[src/rtl/add4_share_arbiter_if.sv]
// Requester-side bundle for the shared 4-input adder: the request handshakes of
// the W unit (r0) and the T1 unit (r1), plus the tagged result bus they share.
interface add4_share_arbiter_if;
    logic         r0_valid;
    logic         r0_ready;
    logic         r0_mode64;
    logic [255:0] r0_ops;
    logic         r0_res_valid;
    logic         r1_valid;
    logic         r1_ready;
    logic         r1_mode64;
    logic [255:0] r1_ops;
    logic         r1_res_valid;
    logic [63:0]  res_data;

    modport master (
        output r0_valid, r0_mode64, r0_ops,
        output r1_valid, r1_mode64, r1_ops,
        input  r0_ready, r0_res_valid,
        input  r1_ready, r1_res_valid,
        input  res_data
    );

    modport slave (
        input  r0_valid, r0_mode64, r0_ops,
        input  r1_valid, r1_mode64, r1_ops,
        output r0_ready, r0_res_valid,
        output r1_ready, r1_res_valid,
        output res_data
    );
endinterface

[src/rtl/add4_share_arbiter.sv]
// Round-robin arbiter sharing one pipelined 4-input adder between the W unit (r0)
// and the T1 unit (r1); the adder is drained before any change of word size.
module add4_share_arbiter #(
    parameter int ADD_LATENCY = 2
) (
    input  logic                clk,
    input  logic                rst,
    add4_share_arbiter_if.slave req,
    output logic                add_mode64,
    output logic [63:0]         add_a,
    output logic [63:0]         add_b,
    output logic [63:0]         add_c,
    output logic [63:0]         add_d,
    input  logic [63:0]         add_sum,
    output logic                busy
);
    localparam int TAG_DEPTH = 1 + ADD_LATENCY;

    typedef enum logic [0:0] {
        ST_RUN   = 1'b0,
        ST_DRAIN = 1'b1
    } state_t;

    state_t               state_r;
    state_t               state_next_s;
    logic                 cur_mode_r;
    logic                 last_id_r;
    logic                 blocked_id_r;
    logic                 blocked_id_next_s;
    logic [TAG_DEPTH-1:0] tag_valid_r;
    logic [TAG_DEPTH-1:0] tag_id_r;
    logic [TAG_DEPTH-1:0] tag_valid_next_s;
    logic [TAG_DEPTH-1:0] tag_id_next_s;
    logic                 busy_r;
    logic                 mis0_s;
    logic                 mis1_s;
    logic                 rr_pick_s;
    logic                 gnt0_s;
    logic                 gnt1_s;
    logic                 gnt_any_s;
    logic                 gnt_mode_s;
    logic [255:0]         gnt_ops_s;

    // Next-state and grant decision for the run/drain sequencer
    always_comb begin
        state_next_s      = state_r;
        blocked_id_next_s = blocked_id_r;
        gnt0_s            = 1'b0;
        gnt1_s            = 1'b0;
        // rr_pick_s is the id that wins a tie: whoever was not granted last
        rr_pick_s         = ~last_id_r;
        mis0_s            = req.r0_valid & (req.r0_mode64 != cur_mode_r);
        mis1_s            = req.r1_valid & (req.r1_mode64 != cur_mode_r);
        case (state_r)
            ST_RUN: begin
                if (busy_r && (mis0_s || mis1_s)) begin
                    state_next_s = ST_DRAIN;
                    if (mis0_s && mis1_s) begin
                        blocked_id_next_s = rr_pick_s;
                    end else begin
                        blocked_id_next_s = mis1_s;
                    end
                end else if (req.r0_valid && req.r1_valid) begin
                    // No mismatch is pending here, so every valid requester is eligible
                    gnt0_s = ~rr_pick_s;
                    gnt1_s = rr_pick_s;
                end else begin
                    gnt0_s = req.r0_valid;
                    gnt1_s = req.r1_valid;
                end
            end
            ST_DRAIN: begin
                if (busy_r) begin
                    state_next_s = ST_DRAIN;
                end else begin
                    state_next_s = ST_RUN;
                    if (req.r0_valid && req.r1_valid) begin
                        gnt0_s = ~blocked_id_r;
                        gnt1_s = blocked_id_r;
                    end else begin
                        gnt0_s = req.r0_valid;
                        gnt1_s = req.r1_valid;
                    end
                end
            end
            default: begin
                state_next_s = ST_RUN;
            end
        endcase
    end

    // Issue-stage operand steering and next tag-pipeline contents
    always_comb begin
        gnt_any_s = (gnt0_s | gnt1_s) & ~rst;
        if (gnt1_s) begin
            gnt_mode_s = req.r1_mode64;
            gnt_ops_s  = req.r1_ops;
        end else begin
            gnt_mode_s = req.r0_mode64;
            gnt_ops_s  = req.r0_ops;
        end
        tag_valid_next_s = {tag_valid_r[TAG_DEPTH-2:0], gnt_any_s};
        tag_id_next_s    = {tag_id_r[TAG_DEPTH-2:0], gnt1_s};
    end

    assign req.r0_ready     = gnt0_s & ~rst;
    assign req.r1_ready     = gnt1_s & ~rst;
    assign req.r0_res_valid = tag_valid_r[TAG_DEPTH-1] & ~tag_id_r[TAG_DEPTH-1];
    assign req.r1_res_valid = tag_valid_r[TAG_DEPTH-1] & tag_id_r[TAG_DEPTH-1];
    assign req.res_data     = add_sum;
    assign busy             = busy_r;

    // Sequencer state, round-robin pointer, issue registers and tag pipeline
    always_ff @(posedge clk) begin
        if (rst) begin
            state_r      <= ST_RUN;
            cur_mode_r   <= 1'b0;
            last_id_r    <= 1'b1;
            blocked_id_r <= 1'b0;
            tag_valid_r  <= {TAG_DEPTH{1'b0}};
            tag_id_r     <= {TAG_DEPTH{1'b0}};
            busy_r       <= 1'b0;
            add_mode64   <= 1'b0;
            add_a        <= 64'd0;
            add_b        <= 64'd0;
            add_c        <= 64'd0;
            add_d        <= 64'd0;
        end else begin
            state_r      <= state_next_s;
            blocked_id_r <= blocked_id_next_s;
            tag_valid_r  <= tag_valid_next_s;
            tag_id_r     <= tag_id_next_s;
            // busy mirrors the OR of the tag valids that are about to be held
            busy_r       <= |tag_valid_next_s;
            if (gnt_any_s) begin
                cur_mode_r <= gnt_mode_s;
                last_id_r  <= gnt1_s;
                add_mode64 <= gnt_mode_s;
                add_a      <= gnt_ops_s[255:192];
                add_b      <= gnt_ops_s[191:128];
                add_c      <= gnt_ops_s[127:64];
                add_d      <= gnt_ops_s[63:0];
            end else begin
                cur_mode_r <= cur_mode_r;
                last_id_r  <= last_id_r;
                add_mode64 <= add_mode64;
                add_a      <= add_a;
                add_b      <= add_b;
                add_c      <= add_c;
                add_d      <= add_d;
            end
        end
    end
endmodule

[src/flat_wrapper.sv]
// flat-port wrapper written by rule: the top's interface ports become plain ports
module add4_share_arbiter_flat 
#(
    parameter int ADD_LATENCY = 2
)
  (clk, rst, add_mode64, add_a, add_b, add_c, add_d, add_sum, busy, req_r0_valid, req_r0_mode64, req_r0_ops, req_r1_valid, req_r1_mode64, req_r1_ops, req_r0_ready, req_r0_res_valid, req_r1_ready, req_r1_res_valid, req_res_data);
  add4_share_arbiter_if req_i ();
  input  logic clk;
  input  logic rst;
  output logic add_mode64;
  output logic [63:0] add_a;
  output logic [63:0] add_b;
  output logic [63:0] add_c;
  output logic [63:0] add_d;
  input  logic [63:0] add_sum;
  output logic busy;
  input wire logic [$bits(req_i.r0_valid)-1:0] req_r0_valid;
  input wire logic [$bits(req_i.r0_mode64)-1:0] req_r0_mode64;
  input wire logic [$bits(req_i.r0_ops)-1:0] req_r0_ops;
  input wire logic [$bits(req_i.r1_valid)-1:0] req_r1_valid;
  input wire logic [$bits(req_i.r1_mode64)-1:0] req_r1_mode64;
  input wire logic [$bits(req_i.r1_ops)-1:0] req_r1_ops;
  output wire logic [$bits(req_i.r0_ready)-1:0] req_r0_ready;
  output wire logic [$bits(req_i.r0_res_valid)-1:0] req_r0_res_valid;
  output wire logic [$bits(req_i.r1_ready)-1:0] req_r1_ready;
  output wire logic [$bits(req_i.r1_res_valid)-1:0] req_r1_res_valid;
  output wire logic [$bits(req_i.res_data)-1:0] req_res_data;
  assign req_i.r0_valid = req_r0_valid;
  assign req_i.r0_mode64 = req_r0_mode64;
  assign req_i.r0_ops = req_r0_ops;
  assign req_i.r1_valid = req_r1_valid;
  assign req_i.r1_mode64 = req_r1_mode64;
  assign req_i.r1_ops = req_r1_ops;
  assign req_r0_ready = req_i.r0_ready;
  assign req_r0_res_valid = req_i.r0_res_valid;
  assign req_r1_ready = req_i.r1_ready;
  assign req_r1_res_valid = req_i.r1_res_valid;
  assign req_res_data = req_i.res_data;
  add4_share_arbiter #(.ADD_LATENCY(ADD_LATENCY)) u_core (.clk(clk), .rst(rst), .req(req_i), .add_mode64(add_mode64), .add_a(add_a), .add_b(add_b), .add_c(add_c), .add_d(add_d), .add_sum(add_sum), .busy(busy));
endmodule
[config.mk]
export PLATFORM = sky130hd
export DESIGN_NAME = add4_share_arbiter_flat
export DESIGN_NICKNAME = d
export VERILOG_FILES = /design/src/rtl/add4_share_arbiter_if.sv /design/src/rtl/add4_share_arbiter.sv /design/src/flat_wrapper.sv
export SDC_FILE = /design/constraint.sdc
export NUM_CORES = 1
export LEC_CHECK = 0
export CAP_MARGIN = 5
export CORE_AREA = 2 2 349 351
export CTS_BUF_LIST = sky130_fd_sc_hd__clkbuf_2 sky130_fd_sc_hd__clkbuf_4 sky130_fd_sc_hd__clkbuf_8
export DETAILED_ROUTE_END_ITERATION = 7
export DIE_AREA = 0 0 351 353
export PLACE_DENSITY = 0.45
export SYNTH_ARGS = -nofsm -noshare
export SYNTH_HDL_FRONTEND = slang
export SYNTH_SLANG_ARGS = --single-unit
[constraint.sdc]
create_clock -name clk -period 3.5 [get_ports clk]
set_input_delay 0.525 -clock clk [delete_from_list [all_inputs] [get_ports clk]]
set_output_delay 0.525 -clock clk [all_outputs]
set_load 0.005 [all_outputs]
==> summary.txt, run 1 <==
========================================================================================
Wire length per cell after detailed routing                                      17.5 um
Vias in the first global route                                                     12.7k
Unrepaired setup endpoints after global routing                                    false
Worst rel slew slack                                                               23.3%
Count of buffers added by post-CTS timing repair for setup                             0
Kind of end point of the critical path                                       output port
Global route total overflow                                                            0
Sink Count                                                                           267
Clock tree from TritonCTS                                                            yes
Horizontal extent of the die                                                      351 um
Root Driver                                                                     clkbuf_8
Cell type with the largest total area after synthesis                            dfxtp_1
Final net count                                                                     2562
Fin Clk Skew                                                                   0.0258 ns
Top-area cell type share of the netlist area                                       37.9%
Antenna violations before repair                                                       8
Y dimension of the die                                                            353 um
Fraction of final layout cells with drive strength greater than 1                  18.9%
Count of mapped cells out of synthesis                                              1267
Outcome                                                                     finished clean
CTS-repair resized insts                                                               0
CTS hold repair buffers                                                                0
Type of the tightest min-delay check                                        input port to flip-flop
Cell with the most instances after synthesis                                     dfxtp_1
Reg clk slew, reported paths                                                     0.05 ns
Placeable core area                                                          121000 um^2
Mapped Area                                                                   14100 um^2
Iteration-0 DRC count of the detailed router                                         391
H-tree depth                                                                           2
Top cells by area in the synthesized netlist                                dfxtp_1, a221oi_2, mux2i_1, inv_1, buf_4
Setup Viol. Count Final                                                                0
Synthesis warning total                                                                0
GRT Overall Usage                                                                  9.82%
Clock latency at the later pin of the worst-skew pair                            0.69 ns
Startpoint-to-endpoint class of the critical path                           input port to output port
Number of DRC violations after detailed routing                                        0
Fin crit period                                                                  3.14 ns
Via count                                                                          12.3k
Most used flip-flop cell after synthesis                                         dfxtp_1
Portion of the clock cycle consumed by the worst path in the final layout          89.6%
# port buffers                                                                       779
FF+latch count, synth                                                                267
Count of max-cap constraint violations                                                 0
Max Clock Freq                                                                   319 MHz
Layout Area Growth over Synthesis                                                  73.8%
Data required, critical path                                                     2.97 ns
Worst path arrival time                                                          2.61 ns
# rows                                                                               128
Actual slew at the worst max-slew pin                                            1.15 ns
Critical Path Start Type                                                      input port
First-pass iteration count of the detailed router                                      4
Pin count of the biggest net entering global routing                                 121
Number of max-slew violations in the final report                                      0
Highest fanout seen on the critical path                                               8
Setup TNS Final                                                                     0 ns
Effective utilization at floorplan                                                 11.7%
Detailed placer's ending HPWL                                                   49800 um
Wire length of the first global-routing pass                                    89600 um
Die area                                                                     124000 um^2
Gpl congestion                                                                     0.737
Cts bufs inserted                                                                     59
Cell variety after synth                                                              35
Total power of the final layout                                                 0.0108 W
Post-DRT Antenna Nets                                                                  0
Worst VDD drop                                                                0.000193 V
Number of buffers on the longest clock path                                            3
Static leakage power                                                             8.78 nW
Top post-synthesis cells by count                                           dfxtp_1, inv_1, mux2i_1
Final hold violation count                                                             0
Ys async rst share                                                                    0%
DR vias/cell                                                                        3.37
Share of synthesized area occupied by flip-flops and latches                       37.9%
WL final                                                                        64000 um
Power density cells                                                          440 nW/um^2
I/O Pins                                                                             908
Count of flip-flops with a built-in enable after synthesis                             0
Post-Synthesis Mean Instance Area                                              11.1 um^2
Post-synth net total                                                                1849
========================================================================================
==> path summary, 6_finish.rpt <==
check	start	to	slack, ns	cells after the start
worst max register to register	u_core.state_r	u_core.add_b[51]	1.19	6
worst min register to register	u_core.tag_id_r[1]	u_core.tag_id_r[2]	0.44	1
worst min-delay path	rst	u_core.tag_id_r[0]	0.25	2
worst max-delay path	req_r1_valid	req_r1_ready	0.36	6
==> metrics by stage <==
stage	hold slack, ns	utilization, %	area, um^2	setup slack, ns	std cells
floorplan	0.414	-	14100	1.33	1267
global placement	0.430	19.3	23300	0.331	3544
detailed placement	0.430	19.3	23300	0.319	3544
CTS	0.125	20.3	24500	0.235	3646
global route	0.166	20.3	24500	0.174	3649
finish	0.250	20.3	24500	0.363	3649
==> registers in the layout, indices dropped and copies added, names as in the netlist <==
signal / count
u_core.add_a: 64
u_core.add_b: 64
u_core.add_c: 64
u_core.add_d: 64
u_core.blocked_id_r: 1
u_core.busy: 1
u_core.cur_mode_r: 1
u_core.last_id_r: 1
u_core.state_r: 1
u_core.tag_id_r: 3
u_core.tag_valid_r: 3
==> cells by family (layout without fill, tap and decap cells) <==
| family | Yosys count | in the layout | share of synthesized area (%) |
|---|---|---|---|
| DFF | 267 | 267 | 37.9 |
| xor gates and xnor gates | 2 | 2 | 0.124 |
| muxes | 257 | 257 | 18.2 |
| buffers and inverters | 444 | 1198 | 16.4 |
| AOI/OAI and AO/OA | 270 | 270 | 26.4 |
| other | 0 | 3 | 0 |
| and+or+nand+nor | 27 | 27 | 0.992 |
==> layout by cell type, fill, tap and decap left out, types with 2 or more instances in the layout <==
master,count
clkdlybuf4s50_1,778
dfxtp_1,267
inv_1,261
mux2i_1,257
a221oi_2,219
clkbuf_8,67
a221oi_1,39
buf_4,39
clkbuf_4,30
buf_12,17
nor2_1,9
nor2b_1,6
diode_2,3
nand2b_1,3
bufinv_16,3
o31ai_1,2
and2_1,2
nand3_1,2
==> layer usage <==
| metal | global-route usage, % | wire length [um] |
|---|---|---|
| met4 | 3.32 | 1720 |
| met5 | 0 | 40 |
| met3 | 3.96 | 6350 |
| met2 | 17.0 | 30800 |
| met1 | 10.8 | 25100 |
==> critical path, cell delays in order <==
cell	delay [ns]
clkdlybuf4s50_1	0.68
nand2b_1	0.12
a32o_2	0.30
o21ai_0	0.40
nor2_1	0.09
clkdlybuf4s50_1	0.49
==> area by class of cell <==
type,instances,area [um^2]
Inverter,261,980
Tap cell,1625,2030
Timing Repair Buffer,835,8440
Fill cell,13270,96100
Clock inverter,5,106
Clock buffer,97,1150
Sequential cell,267,5350
Antenna cell,3,7.51
Multi-Input combinational cell,556,6480
==> power by group <==
group	switching, W	leakage, nW	internal, W
Sequential	0.000215	2.22	0.00343
Combinational	0.00145	5.89	0.00185
Clock	0.00158	0.672	0.00226
Total	0.00325	8.78	0.00754
Note: power is estimated with default switching activity, not from simulation.
==> run 2: changes to the inputs <==
==> constraint.sdc (replaced) <==
create_clock -name clk -period 3.5 [get_ports clk]
set_input_delay 0.525 -clock clk [delete_from_list [all_inputs] [get_ports clk]]
set_output_delay 0.525 -clock clk [all_outputs]
set_load 0.01 [all_outputs]
==> run 2 against run 1 <==
Sequential share of layout area grew 0.10 points. Sequential power is essentially flat. Critical endpoint is now req_r0_ready. Non-clock buffer count shrank 10. Die area is the same.
==> summary.txt, run 2 (synthesis gave the netlist of run 1 again) <==
========================================================================================
Clock tree from TritonCTS                                                            yes
I/O Pins                                                                             908
Static leakage power                                                             8.69 nW
Count of max-cap constraint violations                                                 0
Iteration-0 DRC count of the detailed router                                         278
DR vias/cell                                                                        3.37
Via count                                                                          12.2k
Area occupied by registers                                                     5350 um^2
Startpoint-to-endpoint class of the critical path                           input port to output port
Number of DRC violations after detailed routing                                        0
Max Clock Freq                                                                   317 MHz
Root Driver                                                                     clkbuf_8
Worst path arrival time                                                          2.63 ns
Number of buffers on the longest clock path                                            3
Portion of the clock cycle consumed by the worst path in the final layout          90.1%
Post-DRT Antenna Nets                                                                  0
Startpoint of the lowest-slack hold path                                             rst
Most frequent cells in the layout                                           clkdlybuf4s50_1, dfxtp_1, inv_1
Hold worst-path end                                                         u_core.tag_valid_r[2]
Wire length of the first global-routing pass                                    88800 um
Final net count                                                                     2549
Count of buffers added by post-CTS timing repair for setup                             0
CTS hold repair buffers                                                                0
Horizontal extent of the die                                                      351 um
Number of max-slew violations in the final report                                      0
Cts bufs inserted                                                                     56
Power density cells                                                          439 nW/um^2
Detailed placer's ending HPWL                                                   49400 um
Worst VDD drop                                                                0.000195 V
Fraction of final layout cells with drive strength greater than 1                  18.1%
GRT Overall Usage                                                                  9.72%
Effective utilization at floorplan                                                 11.7%
WL final                                                                        63200 um
Dpl ws                                                                          0.331 ns
# rows                                                                               128
Pin count of the biggest net entering global routing                                 121
Antenna violations before repair                                                       7
Actual slew at the worst max-slew pin                                            1.23 ns
Vias in the first global route                                                     12.5k
Type of the tightest min-delay check                                        input port to flip-flop
Sink Count                                                                           267
First-pass iteration count of the detailed router                                      4
Clock latency at the later pin of the worst-skew pair                            0.68 ns
Endpoint of the most critical register-to-register path                     u_core.add_b[25]
Worst-case register-to-register setup slack                                      1.22 ns
Reg clk slew, reported paths                                                     0.06 ns
Fin worst setup slack                                                           0.346 ns
Origin of the critical flop-to-flop path                                    u_core.state_r
Layout Area Growth over Synthesis                                                  72.9%
Worst hold stages                                                                      2
Kind of end point of the critical path                                       output port
Highest fanout seen on the critical path                                               8
Multi-input gate area in the final layout                                      6480 um^2
Wire length per cell after detailed routing                                      17.4 um
Setup TNS Final                                                                     0 ns
Fin crit period                                                                  3.15 ns
Critical Path Start Type                                                      input port
Outcome                                                                     finished clean
Worst rel slew slack                                                               17.7%
Commonest non-fill, non-tap cell in the layout                              clkdlybuf4s50_1
CTS-repair resized insts                                                               0
# port buffers                                                                       779
Number of cells traversed by the worst register-to-register path                       6
Unrepaired setup endpoints after global routing                                    false
Y dimension of the die                                                            353 um
Number of filler instances in the final layout                                     13.2k
Placeable core area                                                          121000 um^2
Fin Clk Skew                                                                   0.0337 ns
Die area                                                                     124000 um^2
Setup Viol. Count Final                                                                0
Data required, critical path                                                     2.97 ns
H-tree depth                                                                           2
Global route total overflow                                                            0
Gpl congestion                                                                     0.743
Final hold violation count                                                             0
========================================================================================
[run 2: through the flow]
| stage | util [%] | total power (W) | instances | hold WS, ns | area (um^2) |
|---|---|---|---|---|---|
| 3_5_place_dp | 19.3 | 0.00721 | 3534 | 0.420 | 23200 |
| 2_1_floorplan | - | 0.00544 | 1267 | 0.414 | 14100 |
| 5_1_grt | 20.2 | 0.0113 | 3628 | 0.178 | 24400 |
| 4_1_cts | 20.2 | 0.0110 | 3627 | 0.129 | 24400 |
| 6_report | 20.3 | 0.0107 | 3630 | 0.251 | 24400 |
| 3_3_place_gp | 19.3 | 0.00720 | 3534 | 0.423 | 23200 |
[run 2: per-layer routing]
metal | up-vias | wire (um) | track usage (%)
met3 | 84 | 6400 | 4.07
met5 | - | 33 | 0
met4 | 4 | 1530 | 2.93
li1 | 5928 | - | -
met2 | 542 | 30600 | 16.9
met1 | 5683 | 24700 | 10.7
[run 2: area by class of cell]
class / count / area share (%)
clock inverters: 11 / 0.594
well taps: 1625 / 8.33
flip-flops and latches: 267 / 21.9
inverters: 261 / 4.01
diodes: 3 / 0.0307
repair buffers: 825 / 34.4
multi-input cells: 556 / 26.6
clock buffers: 82 / 4.21
[run 2: report_power, final]
part	switching [W]	total (W)	internal, W	leakage, nW
Combinational	0.00160	0.00344	0.00184	5.85
Clock	0.00155	0.00364	0.00209	0.617
Sequential	0.000212	0.00364	0.00343	2.22
Total	0.00336	0.0107	0.00736	8.69
[run 2: how the worst max path moves through the flow]
stage                       from      endpoint  slack [ns]
2_1_floorplan       req_r1_valid  req_r1_ready        1.27
3_3_place_gp        req_r1_valid  req_r1_ready        0.30
3_5_place_dp        req_r1_valid  req_r1_ready        0.33
4_1_cts        u_core.cur_mode_r  req_r1_ready        0.28
5_1_grt             req_r1_valid  req_r1_ready        0.17
6_report            req_r1_valid  req_r0_ready        0.35
[run 2: critical path, cell delays in order]
cell             delay [ns]
clkdlybuf4s50_1        0.59
a221oi_1               0.36
a311oi_1               0.13
nor4_1                 0.35
clkdlybuf4s50_1        0.67
==> RTL change (settings of run 1) <==
`ADD_LATENCY` is set to 2 in 2 places; all go to 1.
--- a/src/rtl/add4_share_arbiter.sv
+++ b/src/rtl/add4_share_arbiter.sv
@@ -2,5 +2,5 @@
 // and the T1 unit (r1); the adder is drained before any change of word size.
 module add4_share_arbiter #(
-    parameter int ADD_LATENCY = 2
+    parameter int ADD_LATENCY = 1
 ) (
     input  logic                clk,
--- a/src/flat_wrapper.sv
+++ b/src/flat_wrapper.sv
@@ -2,5 +2,5 @@
 module add4_share_arbiter_flat 
 #(
-    parameter int ADD_LATENCY = 2
+    parameter int ADD_LATENCY = 1
 )
   (clk, rst, add_mode64, add_a, add_b, add_c, add_d, add_sum, busy, req_r0_valid, req_r0_mode64, req_r0_ops, req_r1_valid, req_r1_mode64, req_r1_ops, req_r0_ready, req_r0_res_valid, req_r1_ready, req_r1_res_valid, req_res_data);
Function: changed (Yosys sat finds a counterexample within 4 cycles, from zero or initial values and one cycle with rst high).
==> RTL change against run 1 <==
- worst setup slack worse by 77 ps
- sequential cell count down 2
- sequential share of layout area down 0.72 points
- global-route usage up 3.5 points
- design area up 2.7%
- total power up 1.7%
- wire length up 37%
- count of clock-buffer cells in the layout down 1
- synthesized cell count up 49%
- first-iteration DRC count up 140%
- area after synthesis up 4.0%
- maximum frequency down 2.4%
- critical path type unchanged
==> RTL change: results (changes against run 1) <==
[sta]
timing.fmax_mhz=311  ; -2.4%
tightest_slew_ps=936  ; -215 ps
finClkSkew_ps=28.8  ; +3.05 ps
holdWs_ps=122  ; -128 ps

[global_routing]
use_met3_pct=4.79  ; +0.83 points
grt_pass1_vias=17658  ; +39%
grt_antenna_before_repair=34  ; +26

[final_layout]
postLayoutCoreUtil_pct=20.9  ; +0.54 points
nNetsFinal=3077  ; +20%
clk_share_pct=4.79  ; -0.32 points
n_fill_cell=13444  ; +1.3%
nNonClkInverters=263  ; +0.77%

[placed_design]
dp_cells=4060  ; +15%
gp_congestion=0.789  ; +7.1%

[yosys]
synth_common_cells=265 x dfxtp_1, 262 x inv_1, 260 x nor2b_1, 260 x o21ai_0
seq_area_frac_synth_pct=36.1  ; -1.7 points
synthTopCellsByArea=dfxtp_1 36%, o221ai_1 15%, nor2b_1 11%

[clock_tree]
numCtsBuffers=58  ; -1.7%

[pwr]
p_switching_mw=3.49  ; +7.5%
vdd_drop_max_uv=289  ; +50%

[run_status]
status=finished, final reports clean

[detailed_routing]
first_pass_iters=5  ; +1
vias_per_cell=4.12  ; +22%
wl_met1_um=34800  ; +39%
met3_length_um=8160  ; +28%

[setup_path]
r2r_slack_ps=960  ; -230 ps

RTL change: cell types whose count changed after synthesis, moves of 143 or more:
cell / run 1 / this run
mux2i_1: 257 / 0
nand4_1: 1 / 257
clkbuf_1: 34 / 177
nor2b_1: 6 / 260
o21ai_0: 1 / 260
o221ai_1: 0 / 257
a221oi_2: 219 / 1
RTL change: path summary, 6_finish.rpt:
kind,from,to,cells past startpoint
setup / recovery,req_r0_mode64,req_r0_ready,6
hold / removal,rst,u_core.tag_id_r[1]$_SDFF_PP0_,2
setup reg to reg,u_core.cur_mode_r$_SDFFE_PP0P_,u_core.add_c[28]$_SDFFE_PP0P_,6
hold reg to reg,u_core.tag_id_r[0]$_SDFF_PP0_,u_core.tag_id_r[1]$_SDFF_PP0_,1
RTL change: kinds of logic (layout without fill, tap and decap cells):
kind of cell	after synthesis	count (layout)	share of synthesized area (%)
flip-flops	265	265	36.1
buffers and inverters	556	1205	16.2
AND/OR/NAND/NOR	531	531	22.5
other	0	16	0
AO/OA/AOI/OAI	532	532	25.2
